### src/rtl/demux_iact_burst_pkg.sv
// ============================================================================
//  Module   : iact_pkg
//  Brief    : Shared types, defaults and helpers for the iact burst demux.
//  Revision : 1.0 - initial release
// ============================================================================
`default_nettype none

package iact_pkg;

  // Burst FSM states
  typedef enum logic [1:0] {
    IDLE  = 2'd0,
    ROUTE = 2'd1,
    DRAIN = 2'd2
  } state_t;

  localparam int unsigned c_def_width   = 20;
  localparam int unsigned c_def_i_count = 3;
  localparam int unsigned c_def_len_w   = 8;

  // Select field must also encode the extra "discard" index I_COUNT.
  function automatic int unsigned sel_width(input int unsigned i_count);
    return $clog2(i_count + 1);
  endfunction

endpackage

`default_nettype wire

### src/rtl/demux_iact_burst_if.sv
// ============================================================================
//  Module   : demux_iact_burst_if
//  Brief    : Control, input stream and per-path output bus of the demux.
//  Revision : 1.0 - initial release
// ============================================================================
`default_nettype none

interface demux_iact_burst_if
  import iact_pkg::*;
#(
  parameter int WIDTH   = c_def_width,
  parameter int I_COUNT = c_def_i_count,
  parameter int LEN_W   = c_def_len_w,
  parameter int SEL_W   = sel_width(I_COUNT)
);
  // burst control
  logic                     start_i;
  logic [SEL_W-1:0]         sel_i;
  logic [LEN_W-1:0]         len_i;
  logic                     busy_o;
  logic                     done_o;
  // input stream
  logic [WIDTH-1:0]         a_i;
  logic                     b_i;
  logic                     c_o;
  // output paths
  logic [WIDTH*I_COUNT-1:0] a_o;
  logic [I_COUNT-1:0]       b_o;
  logic [I_COUNT-1:0]       c_i;

  modport master (
    output start_i, sel_i, len_i, a_i, b_i, c_i,
    input  busy_o, done_o, c_o, a_o, b_o
  );

  modport slave (
    input  start_i, sel_i, len_i, a_i, b_i, c_i,
    output busy_o, done_o, c_o, a_o, b_o
  );

endinterface

`default_nettype wire

### src/rtl/demux_iact_burst_slice.sv
// ============================================================================
//  Module   : iact_reg_slice
//  Brief    : One-entry valid/ready register slice; reloads while being read.
//  Revision : 1.0 - initial release
// ============================================================================
`default_nettype none

module iact_reg_slice #(
  parameter int WIDTH = 20
) (
  input  logic             clk_i,
  input  logic             rst_ni,
  input  logic             in_valid,
  output logic             in_ready,
  input  logic [WIDTH-1:0] in_data,
  output logic             out_valid,
  input  logic             out_ready,
  output logic [WIDTH-1:0] out_data
);
  logic             r_full;
  logic [WIDTH-1:0] r_data;

  assign in_ready  = ~r_full | out_ready;
  assign out_valid = r_full;
  assign out_data  = r_data;

  // Capture on input transfer, otherwise empty on output transfer; data holds when idle.
  always_ff @(posedge clk_i or negedge rst_ni) begin
    if (!rst_ni) begin
      r_full <= 1'b0;
      r_data <= '0;
    end else if (in_valid && in_ready) begin
      r_full <= 1'b1;
      r_data <= in_data;
    end else if (out_ready) begin
      r_full <= 1'b0;
    end
  end

endmodule

`default_nettype wire

### src/rtl/demux_iact_burst.sv
// ============================================================================
//  Module   : demux_iact_burst
//  Brief    : Routes one iact stream to one of I_COUNT paths, one burst at a
//             time, through a registered slice per path.
//  Revision : 1.0 - initial release
// ============================================================================
`default_nettype none

module demux_iact_burst
  import iact_pkg::*;
#(
  parameter int WIDTH   = c_def_width,
  parameter int I_COUNT = c_def_i_count,
  parameter int LEN_W   = c_def_len_w
) (
  input logic               clk_i,
  input logic               rst_ni,
  demux_iact_burst_if.slave bus
);
  localparam int               SEL_W         = sel_width(I_COUNT);
  localparam logic [SEL_W-1:0] c_sel_discard = SEL_W'(I_COUNT);

  state_t             r_state;
  state_t             w_state_nxt;
  logic [SEL_W-1:0]   r_sel;
  logic [LEN_W-1:0]   r_len;
  logic [LEN_W-1:0]   r_cnt;
  logic [I_COUNT-1:0] w_slice_valid;
  logic [I_COUNT-1:0] w_slice_ready;
  logic [I_COUNT-1:0] w_slice_full;
  logic               w_discard;
  logic               w_sel_ready;
  logic               w_drained;
  logic               w_in_xfer;
  logic               w_last;
  logic               w_c_o;
  logic               w_done;

  assign w_discard = (r_sel == c_sel_discard);
  assign w_in_xfer = bus.b_i & w_c_o;
  // Counter stops at len_q, so cnt+1 never exceeds the LEN_W range.
  assign w_last    = w_in_xfer & ((r_cnt + LEN_W'(1)) == r_len);
  // Every slice is empty, or is handing over its last word this cycle.
  assign w_drained = &(~w_slice_full | bus.c_i);

  // Ready of the selected slice; stays 0 for the discard index.
  always_comb begin
    w_sel_ready = 1'b0;
    for (int j = 0; j < I_COUNT; j++) begin
      if (r_sel == SEL_W'(j)) w_sel_ready = w_slice_ready[j];
    end
  end

  // FSM state register
  always_ff @(posedge clk_i or negedge rst_ni) begin
    if (!rst_ni) r_state <= IDLE;
    else         r_state <= w_state_nxt;
  end

  // FSM next-state logic
  always_comb begin
    w_state_nxt = r_state;
    case (r_state)
      IDLE:    if (bus.start_i) w_state_nxt = (bus.len_i == '0) ? DRAIN : ROUTE;
      ROUTE:   if (w_last)      w_state_nxt = DRAIN;
      DRAIN:   if (w_drained)   w_state_nxt = IDLE;
      default: w_state_nxt = IDLE;
    endcase
  end

  // FSM outputs: input ready, slice steering and completion pulse
  always_comb begin
    w_c_o         = 1'b0;
    w_done        = 1'b0;
    w_slice_valid = '0;
    case (r_state)
      ROUTE: begin
        w_c_o = w_discard | w_sel_ready;
        for (int j = 0; j < I_COUNT; j++) begin
          w_slice_valid[j] = bus.b_i & (r_sel == SEL_W'(j));
        end
      end
      DRAIN:   w_done = w_drained;
      default: ;
    endcase
  end

  assign bus.c_o    = w_c_o;
  assign bus.done_o = w_done;
  assign bus.busy_o = (r_state != IDLE);
  assign bus.b_o    = w_slice_full;

  // Burst context: destination and length latched at start, word counter
  always_ff @(posedge clk_i or negedge rst_ni) begin
    if (!rst_ni) begin
      r_sel <= '0;
      r_len <= '0;
      r_cnt <= '0;
    end else if ((r_state == IDLE) && bus.start_i) begin
      r_sel <= (bus.sel_i >= c_sel_discard) ? c_sel_discard : bus.sel_i;
      r_len <= bus.len_i;
      r_cnt <= '0;
    end else if ((r_state == ROUTE) && w_in_xfer) begin
      r_cnt <= r_cnt + LEN_W'(1);
    end
  end

  generate
    for (genvar j = 0; j < I_COUNT; j++) begin : g_slice
      iact_reg_slice #(.WIDTH(WIDTH)) u_slice (
        .clk_i     (clk_i),
        .rst_ni    (rst_ni),
        .in_valid  (w_slice_valid[j]),
        .in_ready  (w_slice_ready[j]),
        .in_data   (bus.a_i),
        .out_valid (w_slice_full[j]),
        .out_ready (bus.c_i[j]),
        .out_data  (bus.a_o[WIDTH*j +: WIDTH])
      );
    end
  endgenerate

endmodule

`default_nettype wire
### src/flat_wrapper.sv
// flat-port wrapper written by rule: the top's interface ports become plain ports
module demux_iact_burst_flat import iact_pkg::*;
#(
  parameter int WIDTH   = c_def_width,
  parameter int I_COUNT = c_def_i_count,
  parameter int LEN_W   = c_def_len_w
)
  (clk_i, rst_ni, bus_start_i, bus_sel_i, bus_len_i, bus_a_i, bus_b_i, bus_c_i, bus_busy_o, bus_done_o, bus_c_o, bus_a_o, bus_b_o);
  demux_iact_burst_if #(.WIDTH(WIDTH), .I_COUNT(I_COUNT), .LEN_W(LEN_W)) bus_i ();
  input logic clk_i;
  input logic rst_ni;
  input wire logic [$bits(bus_i.start_i)-1:0] bus_start_i;
  input wire logic [$bits(bus_i.sel_i)-1:0] bus_sel_i;
  input wire logic [$bits(bus_i.len_i)-1:0] bus_len_i;
  input wire logic [$bits(bus_i.a_i)-1:0] bus_a_i;
  input wire logic [$bits(bus_i.b_i)-1:0] bus_b_i;
  input wire logic [$bits(bus_i.c_i)-1:0] bus_c_i;
  output wire logic [$bits(bus_i.busy_o)-1:0] bus_busy_o;
  output wire logic [$bits(bus_i.done_o)-1:0] bus_done_o;
  output wire logic [$bits(bus_i.c_o)-1:0] bus_c_o;
  output wire logic [$bits(bus_i.a_o)-1:0] bus_a_o;
  output wire logic [$bits(bus_i.b_o)-1:0] bus_b_o;
  assign bus_i.start_i = bus_start_i;
  assign bus_i.sel_i = bus_sel_i;
  assign bus_i.len_i = bus_len_i;
  assign bus_i.a_i = bus_a_i;
  assign bus_i.b_i = bus_b_i;
  assign bus_i.c_i = bus_c_i;
  assign bus_busy_o = bus_i.busy_o;
  assign bus_done_o = bus_i.done_o;
  assign bus_c_o = bus_i.c_o;
  assign bus_a_o = bus_i.a_o;
  assign bus_b_o = bus_i.b_o;
  demux_iact_burst #(.WIDTH(WIDTH), .I_COUNT(I_COUNT), .LEN_W(LEN_W)) u_core (.clk_i(clk_i), .rst_ni(rst_ni), .bus(bus_i));
endmodule
### config.mk
export PLATFORM = sky130hd
export DESIGN_NAME = demux_iact_burst_flat
export DESIGN_NICKNAME = d
export VERILOG_FILES = /design/src/rtl/demux_iact_burst_pkg.sv /design/src/rtl/demux_iact_burst_if.sv /design/src/rtl/demux_iact_burst_slice.sv /design/src/rtl/demux_iact_burst.sv /design/src/flat_wrapper.sv
export SDC_FILE = /design/constraint.sdc
export NUM_CORES = 1
export LEC_CHECK = 0
export ABC_AREA = 1
export BUFFER_PORTS_ARGS = -buffer_cell sky130_fd_sc_hd__buf_2
export CAP_MARGIN = 15
export CORE_MARGIN = 5
export CORE_UTILIZATION = 51
export DETAILED_ROUTE_END_ITERATION = 6
export GPL_ROUTABILITY_DRIVEN = 1
export GPL_TIMING_DRIVEN = 0
export PLACE_DENSITY = 0.8
export REMOVE_ABC_BUFFERS = 1
export SLEW_MARGIN = 0
export SYNTH_ARGS = -nofsm -noshare
export SYNTH_HDL_FRONTEND = slang
export SYNTH_SLANG_ARGS = --single-unit
### constraint.sdc
create_clock -name clk_i -period 1.9 [get_ports clk_i]
set_clock_uncertainty 0.2 [all_clocks]
set_input_delay 0.285 -clock clk_i [delete_from_list [all_inputs] [get_ports clk_i]]
set_output_delay 0.285 -clock clk_i [all_outputs]
set_load 0.005 [all_outputs]
======== Yosys cells after proc, flatten, opt, wreduce, memory -nomap -nowiden ========
Index checks and enable logic that the tools add are counted.
W data, S select, Z words.
word-level totals
  bits in registers ....................... 83
  latch bits .............................. 0
  RAM bits ................................ 0
  ROM bits ................................ 0
  input port bits ......................... 37
  output and inout bits ................... 66
  logic and storage cells ................. 70
  memories kept ........................... 0
cells by class
  add/subtract/negate cells ............... 1
  multipliers ............................. 0
  divide/modulo/power cells ............... 0
  order comparisons ....................... 1
  eq/ne operators ......................... 9
  shifts and indexed selects .............. 0
  multiplexer cells ....................... 20
  bitwise operators ....................... 14
  reductions and logical operators ........ 15
operator list
  cell                   number
  $mux W8                2
  $mux W1                11
  $mux W2                5
  $reduce_bool A2 Y1     5
  $add A8 B1 Y8 const B  1
  $eq A8 B8 Y1           1
  $logic_not A8 Y1       1
  $eq A2 B2 Y1 const B   3
  $pmux W2 S3            1
  $reduce_and A3 Y1      2
  $and A1 B1 Y1          5
  $logic_and A1 B1 Y1    5
  $eq A2 B1 Y1 const B   2
  $logic_not A2 Y1       2
  $ne A2 B1 Y1 const B   2
  $or A1 B1 Y1           4
  $mux W3                1
  $not A1 Y1             3
  $not A3 Y3             1
  $or A3 B3 Y3           1
  $ge A2 B2 Y1 const B   1
  $ne A2 B2 Y1 const B   1

======== Logic depth before layout (Yosys ltp) ========
Gate-level depths: netlist of run 1.
  depth in word-level cells ............... 11
  gate-level depth with buffers ........... 13
  depth with buffers taken out ............ 13

======== By module ========
From an unflattened synthesis of run 1, not the netlist that was laid out.
unflattened totals
  cell total of the unflattened synthesis .. 441
  area, all modules ....................... 3808.7 µm²
modules (own cells, without submodules)
  module            times used  cells each  area an instance (µm²)  sequential area each (µm²)
  iact_reg_slice    3           91          873.3                   525.5
  demux_iact_burst  1           168         1188.6                  500.5

======== Least setup slack after synthesis of run 1 ========
No wires, ideal clock.
  path kind ............................... reg-to-reg
  from .................................... reg u_core.r_cnt[0]
  to ...................................... reg u_core.r_state[0]
  library setup time ...................... 0.131 ns
  arrival ................................. 1.407 ns
  required time ........................... 1.569 ns
  slack ................................... 0.162 ns
  cell stages (with the launch flop) ...... 10
  path buffers ............................ 0
  period minus slack after synthesis ...... 1.738 ns
  cells stage by stage .................... dfrtp_1 ha_1 xnor2_1 nand2_1 nor2_1 nand3_2 nor2_1 nand2_1 nand2_1 o21ai_0
between the ends
  word-level cells in the longest chain between the ends .. 5
RTL lines
  what                                RTL line                 RTL
  start, declared                     demux_iact_burst.sv:27   logic [LEN_W-1:0] r_cnt;
  start signal, assigned              demux_iact_burst.sv:104  r_cnt <= r_cnt + LEN_W'(1);
  $add A8 B1 Y8                       demux_iact_burst.sv:42   assign w_last = w_in_xfer & ((r_cnt + LEN_W'(1)) == r_len);
  $eq A8 B8 Y1                        demux_iact_burst.sv:42
  $and A1 B1 Y1                       demux_iact_burst.sv:42
  $ne A2 B1 Y1 (no source line)       --
  $reduce_and A3 Y1 (no source line)  --
  end signal, assigned                demux_iact_burst.sv:57   else r_state <= w_state_nxt;
  end, declared                       demux_iact_burst.sv:23   state_t r_state;
Every way passes these cells.
A chain may end at the register's enable or synchronous reset.

======== Final worst setup path of run 1 ========
  from .................................... reg u_core.r_cnt[0]
  to ...................................... reg u_core.r_state[1]
The elaborated chain is that of the path after synthesis.

==> results of run 1 <==
per-layer routing:
layer	vias to the layer above	GRT usage, %	share of wire (%)
met1	1484	25.1	40
met5	-	0	0
met3	11	7.80	7.7
met2	104	35.6	51
met4	0	5.45	1.3
li1	1511	-	-
layout make-up:
type,instances,share of cell area (%)
Sequential cell,83,44.9
Multi-Input combinational cell,249,26.1
Timing Repair Buffer,132,18.9
Inverter,50,4.05
Clock buffer,10,2.97
Tap cell,80,2.16
Clock inverter,6,1.03
cells by family (layout without fill, tap and decap cells):
family | count (synthesis) | count (layout)
xor+xnor | 2 | 2
simple gates | 166 | 166
buf+inv | 66 | 198
flops | 83 | 83
fa+ha+maj | 1 | 1
compound gates | 80 | 80
sequential cells by signal, summed over array words and instances, names as in the netlist:
| name | count |
|---|---|
| u_core.g_slice.u_slice.out_data | 60 |
| u_core.g_slice.u_slice.out_valid | 3 |
| u_core.r_cnt | 8 |
| u_core.r_len | 8 |
| u_core.r_sel | 2 |
| u_core.r_state | 2 |
where the power goes:
group	switching, W	total (W)	leakage (nW)	internal, W
registers	0.000507	0.00304	1.05	0.00253
logic	0.00147	0.00265	1.33	0.00118
clock network	0.000674	0.00120	0.0933	0.000522
stage by stage:
step                      cells  setup WS (ns)
after CTS                   602        0.00723
after global placement      564         -0.814
after global routing        610         -0.172
after floorplan             382         -0.221
final                       610         0.0247
after detailed placement    569         -0.224
worst max-delay path: cells and delay by family (launching register included):
kind	cells	cell delay, ns
fa+ha+maj	1	0.17
compound gates	1	0.26
buf+inv	1	0.08
simple gates	9	0.64
flops	1	0.42
worst paths after layout:
check | from | endpoint | slack, ns | depth (start not counted)
min in group asynchronous | rst_ni | u_core.g_slice[2].u_slice.out_data[0]$_DFFE_PN0P_ | 0.25 | 2
min reg2reg | u_core.g_slice[2].u_slice.out_data[11]$_DFFE_PN0P_ | u_core.g_slice[2].u_slice.out_data[11]$_DFFE_PN0P_ | 0.29 | 2
max | u_core.r_cnt[0]$_DFFE_PN0P_ | u_core.r_state[1]$_DFFE_PN0P_ | 0.02 | 12
max in group asynchronous | rst_ni | u_core.r_cnt[1]$_DFFE_PN0P_ | 0.65 | 3
min | bus_a_i[2] | u_core.g_slice[2].u_slice.out_data[2]$_DFFE_PN0P_ | 0.01 | 3
max reg2reg | u_core.r_cnt[0]$_DFFE_PN0P_ | u_core.r_state[1]$_DFFE_PN0P_ | 0.02 | 12
placed cells by master (no fill, tap or decap), drive strengths merged:
master	synthesis	routed
xor2	1	1
inv	50	52
clkbuf	11	11
o21ai	76	76
buf	5	112
ha	1	1
o22ai	4	4
nand3	17	17
xnor2	1	1
nand2	124	124
clkinv	0	3
dlygate4sd3	0	19
clkinvlp	0	1
dfrtp	83	83
nor2	18	18
nand3b	1	1
nand4	4	4
nor4	2	2
timing repair:
action | in CTS | in global routing
resized for setup | 4 | 25
cloned | 0 | 1
endpoints found under the setup margin | 48 | 49
pin swaps | 0 | 7
hold buffers | 17 | 2
hold endpoints to repair | 55 | 2
buffers inserted | 0 | 5
==> impl_summary.txt, run 1 <==
----------------------------------------------------
[Run status]
  Outcome ... finished, final reports clean

[Logic synthesis]
  Most used standard cell by instance count after synthesis ... nand2_1
  Fraction of post-synthesis cell area in the top cell type by area ... 60.0%
  Adder-cell area share of the yosys netlist ... 0.362%
  Cells after synthesis ... 398
  Xor and xnor fraction of the mapped netlist area ... 0.506%
  Simple-gate area share of the yosys netlist ... 19.8%
  Share of the synthesized area in compound gates (AO/OA/AOI/OAI) ... 11.7%
  Most used DFF post-synth ... dfrtp_1
  Main combinational cell family by area after synthesis ... simple AND/OR/NAND/NOR gates
  Total standard cell area after synthesis ... 3460 um^2
  Top area cells in the synthesized netlist ... dfrtp_1, nand2_1, o21ai_0
  Async set or reset register ratio after synthesis ... 100%
  Synth cell types ... 22
  Post-synth top area cell ... dfrtp_1
  Post-synthesis mux area share ... 0%
  Yosys warns ... 0
  Commonest cells in the netlist ... nand2_1, dfrtp_1, o21ai_0, inv_1, nand3_1
  Number of enable-type register cells in the synthesized netlist ... 0
  Sequential-to-total area share from yosys stat ... 60.0%
  Register bit count reported by yosys ... 83
  Per-instance average area after synthesis ... 8.69 um^2

[Timing]
  Unrepaired setup endpoints after global routing ... true
  Number of hold violations in the final report ... 0
  Peak Freq ... 0.533 GHz
  Transition time of the tightest slew-check pin ... 0.519 ns
  Share of the clock period used by the worst path ... 98.7%
  Endpoints failing setup ... 0
  Setup TNS ... 0 ns
  Min Tclk post-route ... 1.88 ns
  Total count of max-transition violations in the final report ... 0
  Worst relative slew slack ... 65.4%
  Final hold slack ... 0.0143 ns

[Critical path]
  Cell seen most often among critical-path stages ... nand2_1
  Worst endpoint required time ... 1.95 ns
  Delay of the slowest critical-path stage ... 0.42 ns
  Category of the worst setup path capture point ... register
  Critical-path cell list ... ha_4 > nand3_1 > o21ai_0 > nand2_1 > inv_2 > nand2_1 > nand2_1 > nor2_1 > nand2_1 > nand2_1 > nand3_1 > nand2_1
  Crit-path slowest cell ... dfrtp_2
  Critical path class ... register to register
  Worst-path maximum fanout ... 4
  Arrival time at the worst endpoint ... 1.92 ns
  Sort of element at the start of the critical path ... register

[Hold path]
  Min-Delay Path Class ... input port to register

[Cells and area]
  FILL cells ... 514
  Util after Layout ... 69.4%
  Area Growth Syn to Fin ... 34.0%
  Inserted Diodes ... 0
  Count of nets after finishing ... 563
  Footprint of the multi-input gates ... 1210 um^2
  Summed area of non-filler cells in the final layout ... 4640 um^2
  Area occupied by registers ... 2080 um^2
  Proportion of layout cells with a drive suffix above 1 ... 29.2%

[Power]
  Max VDD drop ... 0.868 mV
  Static Leakage ... 2.48 nW
  Power density over the cells ... 1490 nW/um^2
  Total power of the final layout ... 0.00689 W

[Routing]
  Total via count after detailed routing ... 3,110
  Average detailed-routed wire length per instance ... 14.6 um
  Number of nets still failing antenna checks after routing ... 0
  Number of vias per cell ... 5.10
  Final WL ... 8.91 mm
  DRC violation count after routing ... 0
  Drt first-iter violations ... 173
  Number of optimization iterations in the first detailed-route pass ... 4

[Die]
  Placeable core region ... 6680 um^2
  Floorplan row count ... 30
  Overall die width ... 92.4 um
  Die Outline Area ... 8530 um^2
  Die height ... 92.4 um
  Number of I/O pins ... 103
  Effective utilization at floorplan ... 51.8%

[Clocking]
  Clock latency on the worst-skew pair ... 0.35 ns
  Clock transition at the register clock pins on the worst setup and hold paths after CTS ... 0.09 ns
  Total number of clock tree sinks ... 83
  Number of clock buffers inserted by TritonCTS ... 9
  Root Buffer ... clkbuf_8
  Clock tree from TritonCTS ... yes
  H-tree depth reported by CTS ... 3
  Buffers from clock root to sink, at most ... 2

[Placement]
  Placer congestion estimate ... 0.856
  Area of placed instances ... 4100 um^2
  Number of port buffers ... 102
  Detailed placement HPWL ... 6.03 mm

[GRT]
  Pin count of the biggest net entering global routing ... 46
  Total global-route track usage ... 20.9%
  Number of global-route vias before repair ... 3,139
  Wire length of the first global-routing pass ... 14.2 mm
  Leftover overflow at the end of global routing ... 0
  Initial antenna violation count ... 0

[Flow run]
  Maximum capacitance violations ... 0

----------------------------------------------------
(Power assumes the default switching activity.)
==> run 2: changes to the inputs <==
--- a/config.mk
+++ b/config.mk
@@ -6,7 +6,7 @@
 export NUM_CORES = 1
 export LEC_CHECK = 0
 export ABC_AREA = 1
-export BUFFER_PORTS_ARGS = -buffer_cell sky130_fd_sc_hd__buf_2
+export BUFFER_PORTS_ARGS = -buffer_cell sky130_fd_sc_hd__clkbuf_2
 export CAP_MARGIN = 15
 export CORE_MARGIN = 5
 export CORE_UTILIZATION = 51
==> impl_summary.txt, run 2 (synthesis results as in run 1) <==
----------------------------------------------------
[Critical path]
  Worst-path maximum fanout ... 4 (unchanged)
  Number of buffer and inverter instances along the worst setup path ... 1 (unchanged)
  Category of the worst setup path capture point ... output pin
  Worst endpoint required time ... 1.41 ns (-0.54 ns)
  Critical-path cell list ... nor2_4 > nand2_1 > nand2_2 > nor2_4 > nor2_1 > clkbuf_2
  Delay-heaviest family, CP ... flip-flops
  Start of the worst register-to-register path ... u_core.r_state[1]$_DFFE_PN0P_
  End of the worst register-to-register path ... u_core.g_slice[2].u_slice.out_data[16]$_DFFE_PN0P_
  Worst setup slack for register-to-register paths ... 0.03 ns (about the same)
  Cell seen most often among critical-path stages ... nor2_4
  Arrival time at the worst endpoint ... 1.42 ns (-0.50 ns)
  Delay of the slowest critical-path stage ... 0.49 ns (+0.07 ns)
  Crit-path slowest cell ... dfrtp_2
  Critical path class ... register to output pin
  R2R cell count ... 8 (-4)
  Sort of element at the start of the critical path ... register

[GRT]
  Initial antenna violation count ... 0 (unchanged)
  Pin count of the biggest net entering global routing ... 56 (+22%)
  Number of global-route vias before repair ... 3,124 (-0.48%)
  Leftover overflow at the end of global routing ... 0 (unchanged)
  Wire length of the first global-routing pass ... 14.3 mm (+0.25%)
  Total global-route track usage ... 20.9% (-0.025 points)

[Timing]
  Endpoints failing setup ... 1 (+1)
  Transition time of the tightest slew-check pin ... 0.417 ns (-0.102 ns)
  Total count of max-transition violations in the final report ... 0 (unchanged)
  Peak Freq ... 0.525 GHz (-1.6%)
  Worst relative slew slack ... 72.2% (+6.8 points)
  Unrepaired setup endpoints after global routing ... true
  Min Tclk post-route ... 1.91 ns (+0.0301 ns)
  Setup slack of the critical path after layout ... -0.00534 ns (-0.0301 ns)
  Share of the clock period used by the worst path ... 100% (+1.6 points)
  Number of hold violations in the final report ... 0 (unchanged)

[Cells and area]
  Most frequent cells in the layout ... nand2_1, clkbuf_2, dfrtp_1
  Proportion of layout cells with a drive suffix above 1 ... 31.2% (+1.9 points)
  FILL cells ... 481 (-6.4%)
  Count of nets after finishing ... 569 (+1.1%)
  Area Growth Syn to Fin ... 38.0%
  Inserted Diodes ... 0 (unchanged)
  Most frequent standard cell in the layout excluding fill and tap cells ... nand2_1
  Util after Layout ... 71.4% (+2.0 points)
  Largest register FFs ... 60 (unchanged)

[Routing]
  Number of optimization iterations in the first detailed-route pass ... 4 (unchanged)
  Total via count after detailed routing ... 3,127 (+0.55%)
  Number of nets still failing antenna checks after routing ... 0 (unchanged)
  DR WL met2 ... 4.75 mm (+5.5%)
  Final WL ... 9.09 mm (+2.1%)
  DRC violation count after routing ... 0 (unchanged)
  Routed metal-1 wirelength ... 3.73 mm (+3.5%)
  DR top layer ... met4
  Average detailed-routed wire length per instance ... 14.8 um (+1.1%)
  Number of vias per cell ... 5.08 (-0.43%)
  Drt first-iter violations ... 154 (-11%)
  Routed length on met3 ... 558 um (-19%)

[Hold path]
  Worst Hold Path EP ... u_core.g_slice[2].u_slice.out_data[1]$_DFFE_PN0P_
  Min-Delay Path Class ... input port to register
  Hold Crit Start ... bus_a_i[1]
  Number of cells traversed by the worst hold path ... 3 (unchanged)

[Die]
  Placeable core region ... 6680 um^2 (unchanged)
  Die height ... 92.4 um (unchanged)
  Number of I/O pins ... 103 (unchanged)
  Die Outline Area ... 8530 um^2 (unchanged)
  Overall die width ... 92.4 um (unchanged)
  Floorplan row count ... 30 (unchanged)
  Effective utilization at floorplan ... 51.8% (unchanged)

[Clocking]
  Clock latency on the worst-skew pair ... 0.35 ns (about the same)
  Clock tree from TritonCTS ... yes
  Total number of clock tree sinks ... 83 (unchanged)
  Root Buffer ... clkbuf_8
  Clock transition at the register clock pins on the worst setup and hold paths after CTS ... 0.09 ns (about the same)
  H-tree depth reported by CTS ... 3 (unchanged)
  Buffers from clock root to sink, at most ... 2 (unchanged)
  Number of clock buffers inserted by TritonCTS ... 9 (unchanged)

[Power]
  Static Leakage ... 2.52 nW (+1.5%)
  Power density over the cells ... 1520 nW/um^2 (+2.4%)
  Max VDD drop ... 0.781 mV (-10%)

[Placement]
  Detailed placement HPWL ... 6.04 mm (about the same)
  Worst-case setup slack after placement ... -0.257 ns (-0.0329 ns)
  Number of port buffers ... 102 (unchanged)
  Placer congestion estimate ... 0.840 (-1.9%)

[Run status]
  Outcome ... finished, violations left
  Violated checks ... setup timing

[Flow run]
  Maximum capacitance violations ... 0 (unchanged)

----------------------------------------------------
run 2: cell types whose count changed in the layout (fill, tap and decap cells not counted), moves of 3 or more:
cell           before  now
buf_2             101    0
clkbuf_2            0  101
dlygate4sd3_1      19   23
nand2_1           119  116
nand2_2             5    8
nand3_2             2    5
nor2_1             10    7
o21ai_0            67   71
o21ai_1             9    5
run 2: power breakdown:
group          total (W)  internal [W]  switching [W]  leakage [nW]
clock network    0.00144      0.000784       0.000653         0.110
registers        0.00309       0.00254       0.000557          1.05
logic            0.00273       0.00122        0.00151          1.36
total            0.00726       0.00454        0.00272          2.52
run 2: repair_timing:
item                                   in CTS  in global routing
gates cloned                                0                  1
hold buffers                               23                  0
setup buffers                               0                  7
pin swaps                                   0                 11
setup endpoints to repair                  56                 39
gates resized for setup                     4                 34
endpoints found under the hold margin      60                  0
run 2: worst min-delay path, delay by kind of cell:
family | cells | cell delay [ns]
buf+inv | 2 | 0.15
compound gates | 1 | 0.09
run 2: final cells by class:
type	count	area, um^2	share of cell area [%]
Sequential cell	83	2080	43.6
Multi-Input combinational cell	249	1240	26.0
Timing Repair Buffer	138	937	19.6
Inverter	50	188	3.93
Clock buffer	11	141	2.96
Tap cell	80	100	2.10
Clock inverter	5	85.1	1.78
run 2: through the flow:
| stage | instance area [um^2] | hold slack (ns) | instances | TNS (ns) | total power, W |
|---|---|---|---|---|---|
| 3_3_place_gp | 4000 | 0.267 | 564 | -84.62 | 0.00521 |
| 6_report | 4770 | 0.0130 | 616 | -0.00534 | 0.00726 |
| 3_5_place_dp | 4100 | 0.0719 | 569 | -6.24 | 0.00543 |
| 2_1_floorplan | 3390 | -0.211 | 382 | -5.74 | 0.00422 |
| 4_1_cts | 4570 | 0.00613 | 608 | 0 | 0.00692 |
| 5_1_grt | 4770 | 0.0171 | 616 | -0.385 | 0.00781 |
run 2: metal layers:
layer	track usage, %	up-vias
met3	5.85	6
li1	-	1521
met1	26.1	1511
met2	35.0	89
met4	7.18	0
met5	0	-
run 2: worst max-delay path by stage:
stage                                        startpoint                                            endpoint  slack, ns  cells past startpoint
final                       u_core.r_sel[1]$_DFFE_PN0P_                                             bus_c_o     -0.005                      6
after CTS                 u_core.r_state[1]$_DFFE_PN0P_   u_core.g_slice[0].u_slice.out_data[8]$_DFFE_PN0P_      0.006                      7
after floorplan           u_core.r_state[1]$_DFFE_PN0P_   u_core.g_slice[2].u_slice.out_data[0]$_DFFE_PN0P_      -0.22                      5
after global placement    u_core.r_state[1]$_DFFE_PN0P_  u_core.g_slice[2].u_slice.out_data[11]$_DFFE_PN0P_      -0.85                      5
after detailed placement  u_core.r_state[1]$_DFFE_PN0P_                         u_core.r_len[0]$_DFFE_PN0P_      -0.26                      6
after global routing        u_core.r_sel[1]$_DFFE_PN0P_                                             bus_c_o      -0.08                      6
==> run 3: changes to the inputs <==
--- a/config.mk
+++ b/config.mk
@@ -5,7 +5,6 @@
 export SDC_FILE = /design/constraint.sdc
 export NUM_CORES = 1
 export LEC_CHECK = 0
-export ABC_AREA = 1
 export BUFFER_PORTS_ARGS = -buffer_cell sky130_fd_sc_hd__clkbuf_2
 export CAP_MARGIN = 15
 export CORE_MARGIN = 5
@@ -15,7 +14,6 @@
 export GPL_TIMING_DRIVEN = 0
 export PLACE_DENSITY = 0.8
 export REMOVE_ABC_BUFFERS = 1
-export SLEW_MARGIN = 0
 export SYNTH_ARGS = -nofsm -noshare
 export SYNTH_HDL_FRONTEND = slang
 export SYNTH_SLANG_ARGS = --single-unit
==> impl_summary.txt, run 3 <==
----------------------------------------------------
[Timing]
  Total count of max-transition violations in the final report ... 0 (unchanged)
  Unrepaired setup endpoints after global routing ... true
  Final hold slack ... 0.186 ns (+0.173 ns)
  Setup slack of the critical path after layout ... -0.319 ns (-0.314 ns)
  Peak Freq ... 0.451 GHz (-14%)
  Number of hold violations in the final report ... 0 (unchanged)
  Transition time of the tightest slew-check pin ... 0.542 ns (+0.125 ns)
  Min Tclk post-route ... 2.22 ns (+0.314 ns)
  Endpoints failing setup ... 41 (+40)
  Worst relative slew slack ... 63.8% (-8.4 points)
  Share of the clock period used by the worst path ... 117% (+17 points)

[Critical path]
  Critical path class ... register to register
  Sort of element at the start of the critical path ... register
  Category of the worst setup path capture point ... register
  Worst-path maximum fanout ... 7 (+3)
  Worst endpoint required time ... 1.94 ns (+0.53 ns)
  Arrival time at the worst endpoint ... 2.26 ns (+0.84 ns)

[Flow run]
  Maximum capacitance violations ... 0 (unchanged)

[Clocking]
  Buffers from clock root to sink, at most ... 2 (unchanged)
  Root Buffer ... clkbuf_8
  Number of clock buffers inserted by TritonCTS ... 9 (unchanged)
  Clock tree from TritonCTS ... yes
  Clock transition at the register clock pins on the worst setup and hold paths after CTS ... 0.10 ns (about the same)
  Clock latency on the worst-skew pair ... 0.35 ns (about the same)
  H-tree depth reported by CTS ... 3 (unchanged)
  Total number of clock tree sinks ... 83 (unchanged)

[Routing]
  Number of nets still failing antenna checks after routing ... 0 (unchanged)
  Total via count after detailed routing ... 3,076 (-1.6%)
  Final WL ... 11.1 mm (+22%)
  DRC violation count after routing ... 0 (unchanged)
  Average detailed-routed wire length per instance ... 20.0 um (+35%)
  Number of vias per cell ... 5.55 (+9.4%)
  Drt first-iter violations ... 220 (+43%)
  Number of optimization iterations in the first detailed-route pass ... 4 (unchanged)

[Run status]
  Violated checks ... setup timing
  Outcome ... finished, violations left

[Cells and area]
  Proportion of layout cells with a drive suffix above 1 ... 53.5% (+22 points)
  Most frequent standard cell in the layout excluding fill and tap cells ... clkbuf_2
  Summed area of non-filler cells in the final layout ... 5290 um^2 (+11%)
  Count of nets after finishing ... 491 (-14%)
  Inserted Diodes ... 0 (unchanged)
  Largest register FFs ... 60 (unchanged)
  Most frequent cells in the layout ... clkbuf_2, dfrtp_1, mux2_2
  Area Growth Syn to Fin ... 48.2%

[Logic synthesis]
  Number of enable-type register cells in the synthesized netlist ... 0 (unchanged)
  Commonest cells in the netlist ... dfrtp_1, mux2_2, nand2_1, nand3_1, nor2_1
  Most used DFF post-synth ... dfrtp_1
  Async set or reset register ratio after synthesis ... 100% (unchanged)
  Sequential-to-total area share from yosys stat ... 58.2% (-1.8 points)
  Per-instance average area after synthesis ... 12.4 um^2 (+43%)
  Total standard cell area after synthesis ... 3570 um^2 (+3.1%)
  Register bit count reported by yosys ... 83 (unchanged)
  Synth cell types ... 42 (+91%)
  Cells after synthesis ... 287 (-28%)
  Post-synth top area cell ... dfrtp_1
  Top area cells in the synthesized netlist ... dfrtp_1, mux2_2, nand2_1
  Yosys warns ... 0 (unchanged)
  Fraction of post-synthesis cell area in the top cell type by area ... 58.2% (-1.8 points)
  Most used standard cell by instance count after synthesis ... dfrtp_1

[Power]
  Max VDD drop ... 0.977 mV (+25%)
  Static Leakage ... 2.52 nW (+0.11%)
  Power density over the cells ... 1640 nW/um^2 (+8.1%)

[GRT]
  Total global-route track usage ... 24.4% (+3.5 points)
  Number of global-route vias before repair ... 3,306 (+5.8%)
  Initial antenna violation count ... 0 (unchanged)
  Pin count of the biggest net entering global routing ... 53 (-5.4%)
  Leftover overflow at the end of global routing ... 0 (unchanged)
  Wire length of the first global-routing pass ... 16.5 mm (+15%)

[Hold path]
  Min-Delay Path Class ... input port to register

[Die]
  Die Outline Area ... 8760 um^2 (+2.7%)
  Number of I/O pins ... 103 (unchanged)
  Die height ... 93.6 um (+1.4%)
  Effective utilization at floorplan ... 52.5% (+0.71 points)
  Overall die width ... 93.6 um (+1.4%)
  Placeable core region ... 6790 um^2 (+1.7%)
  Floorplan row count ... 30 (unchanged)

[Placement]
  Detailed placement HPWL ... 5.70 mm (-5.5%)
  Area of placed instances ... 4190 um^2 (+2.2%)
  Number of port buffers ... 102 (unchanged)
  Placer congestion estimate ... 0.777 (-7.5%)

----------------------------------------------------
[run 3: worst paths after layout]
check                                                                  startpoint                                                 to  slack [ns]  cells past startpoint
worst min register to register  u_core.g_slice[1].u_slice.out_data[9]$_DFFE_PN0P_  u_core.g_slice[1].u_slice.out_data[9]$_DFFE_PN0P_        0.30                      1
min in group asynchronous                                                  rst_ni                        u_core.r_len[7]$_DFFE_PN0P_        0.26                      2
worst max-delay path                                  u_core.r_sel[1]$_DFFE_PN0P_                        u_core.r_cnt[3]$_DFFE_PN0P_       -0.32                      6
max in group asynchronous                                                  rst_ni  u_core.g_slice[0].u_slice.out_data[7]$_DFFE_PN0P_        0.62                      3
worst max register to register                        u_core.r_sel[1]$_DFFE_PN0P_                        u_core.r_cnt[3]$_DFFE_PN0P_       -0.32                      6
worst min-delay path                                                  bus_start_i                      u_core.r_state[1]$_DFFE_PN0P_        0.19                      4
[run 3: final cells by class]
type	instances	area [um^2]
Sequential cell	83	2080
Multi-Input combinational cell	192	1740
Fill cell	380	1510
Timing Repair Buffer	164	1120
Clock buffer	10	138
Tap cell	96	120
Clock inverter	6	72.6
Inverter	3	11.3
[run 3: what timing repair did]
item / 4_1_cts / 5_1_grt
hold buffers: 31 / 0
buffers inserted: 11 / 17
setup endpoints to repair: 60 / 40
pin swaps: 6 / 18
cloned: 3 / 2
gates resized for setup: 25 / 37
endpoints found under the hold margin: 100 / 0
[run 3: stage by stage]
step / TNS [ns] / total power, W / cells / util, % / worst slack [ns]
2_1_floorplan: -21.37 / 0.00473 / 273 / - / -0.687
3_3_place_gp: -106.03 / 0.00588 / 471 / 60.7 / -1.57
4_1_cts: -0.728 / 0.00789 / 535 / 73.1 / -0.216
3_5_place_dp: -32.35 / 0.00607 / 474 / 61.6 / -0.843
6_report: -3.71 / 0.00869 / 554 / 77.8 / -0.319
5_1_grt: -5.17 / 0.00915 / 554 / 77.8 / -0.332
[run 3: worst max-delay path, stage by stage, from the launching register on]
cell and delay [ns]:
dfrtp_2 0.50, nor4bb_4 0.19, or3_4 0.40, buf_4 0.16, o21ai_4 0.26, o21ai_1 0.16, a22o_1 0.23
[run 3: metal layers]
metal | global-route usage [%] | routed length, um
met1 | 27.5 | 4050
met2 | 42.1 | 5820
met3 | 9.73 | 909
met4 | 8.18 | 300
met5 | 0 | 0
[run 3: power by group]
group          switching, W  internal, W
sequential         0.000627      0.00261
clock              0.000679     0.000655
combinational       0.00191      0.00221
total               0.00321      0.00548
[run 3: cell families after synthesis]
group | Yosys count | synth area share (%)
AOI/OAI and AO/OA | 20 | 3.82
xor gates and xnor gates | 9 | 2.21
adders and majority gates | 1 | 0.351
buffers and inverters | 17 | 2.35
DFF | 83 | 58.2
muxes | 63 | 19.8
and+or+nand+nor | 94 | 13.2
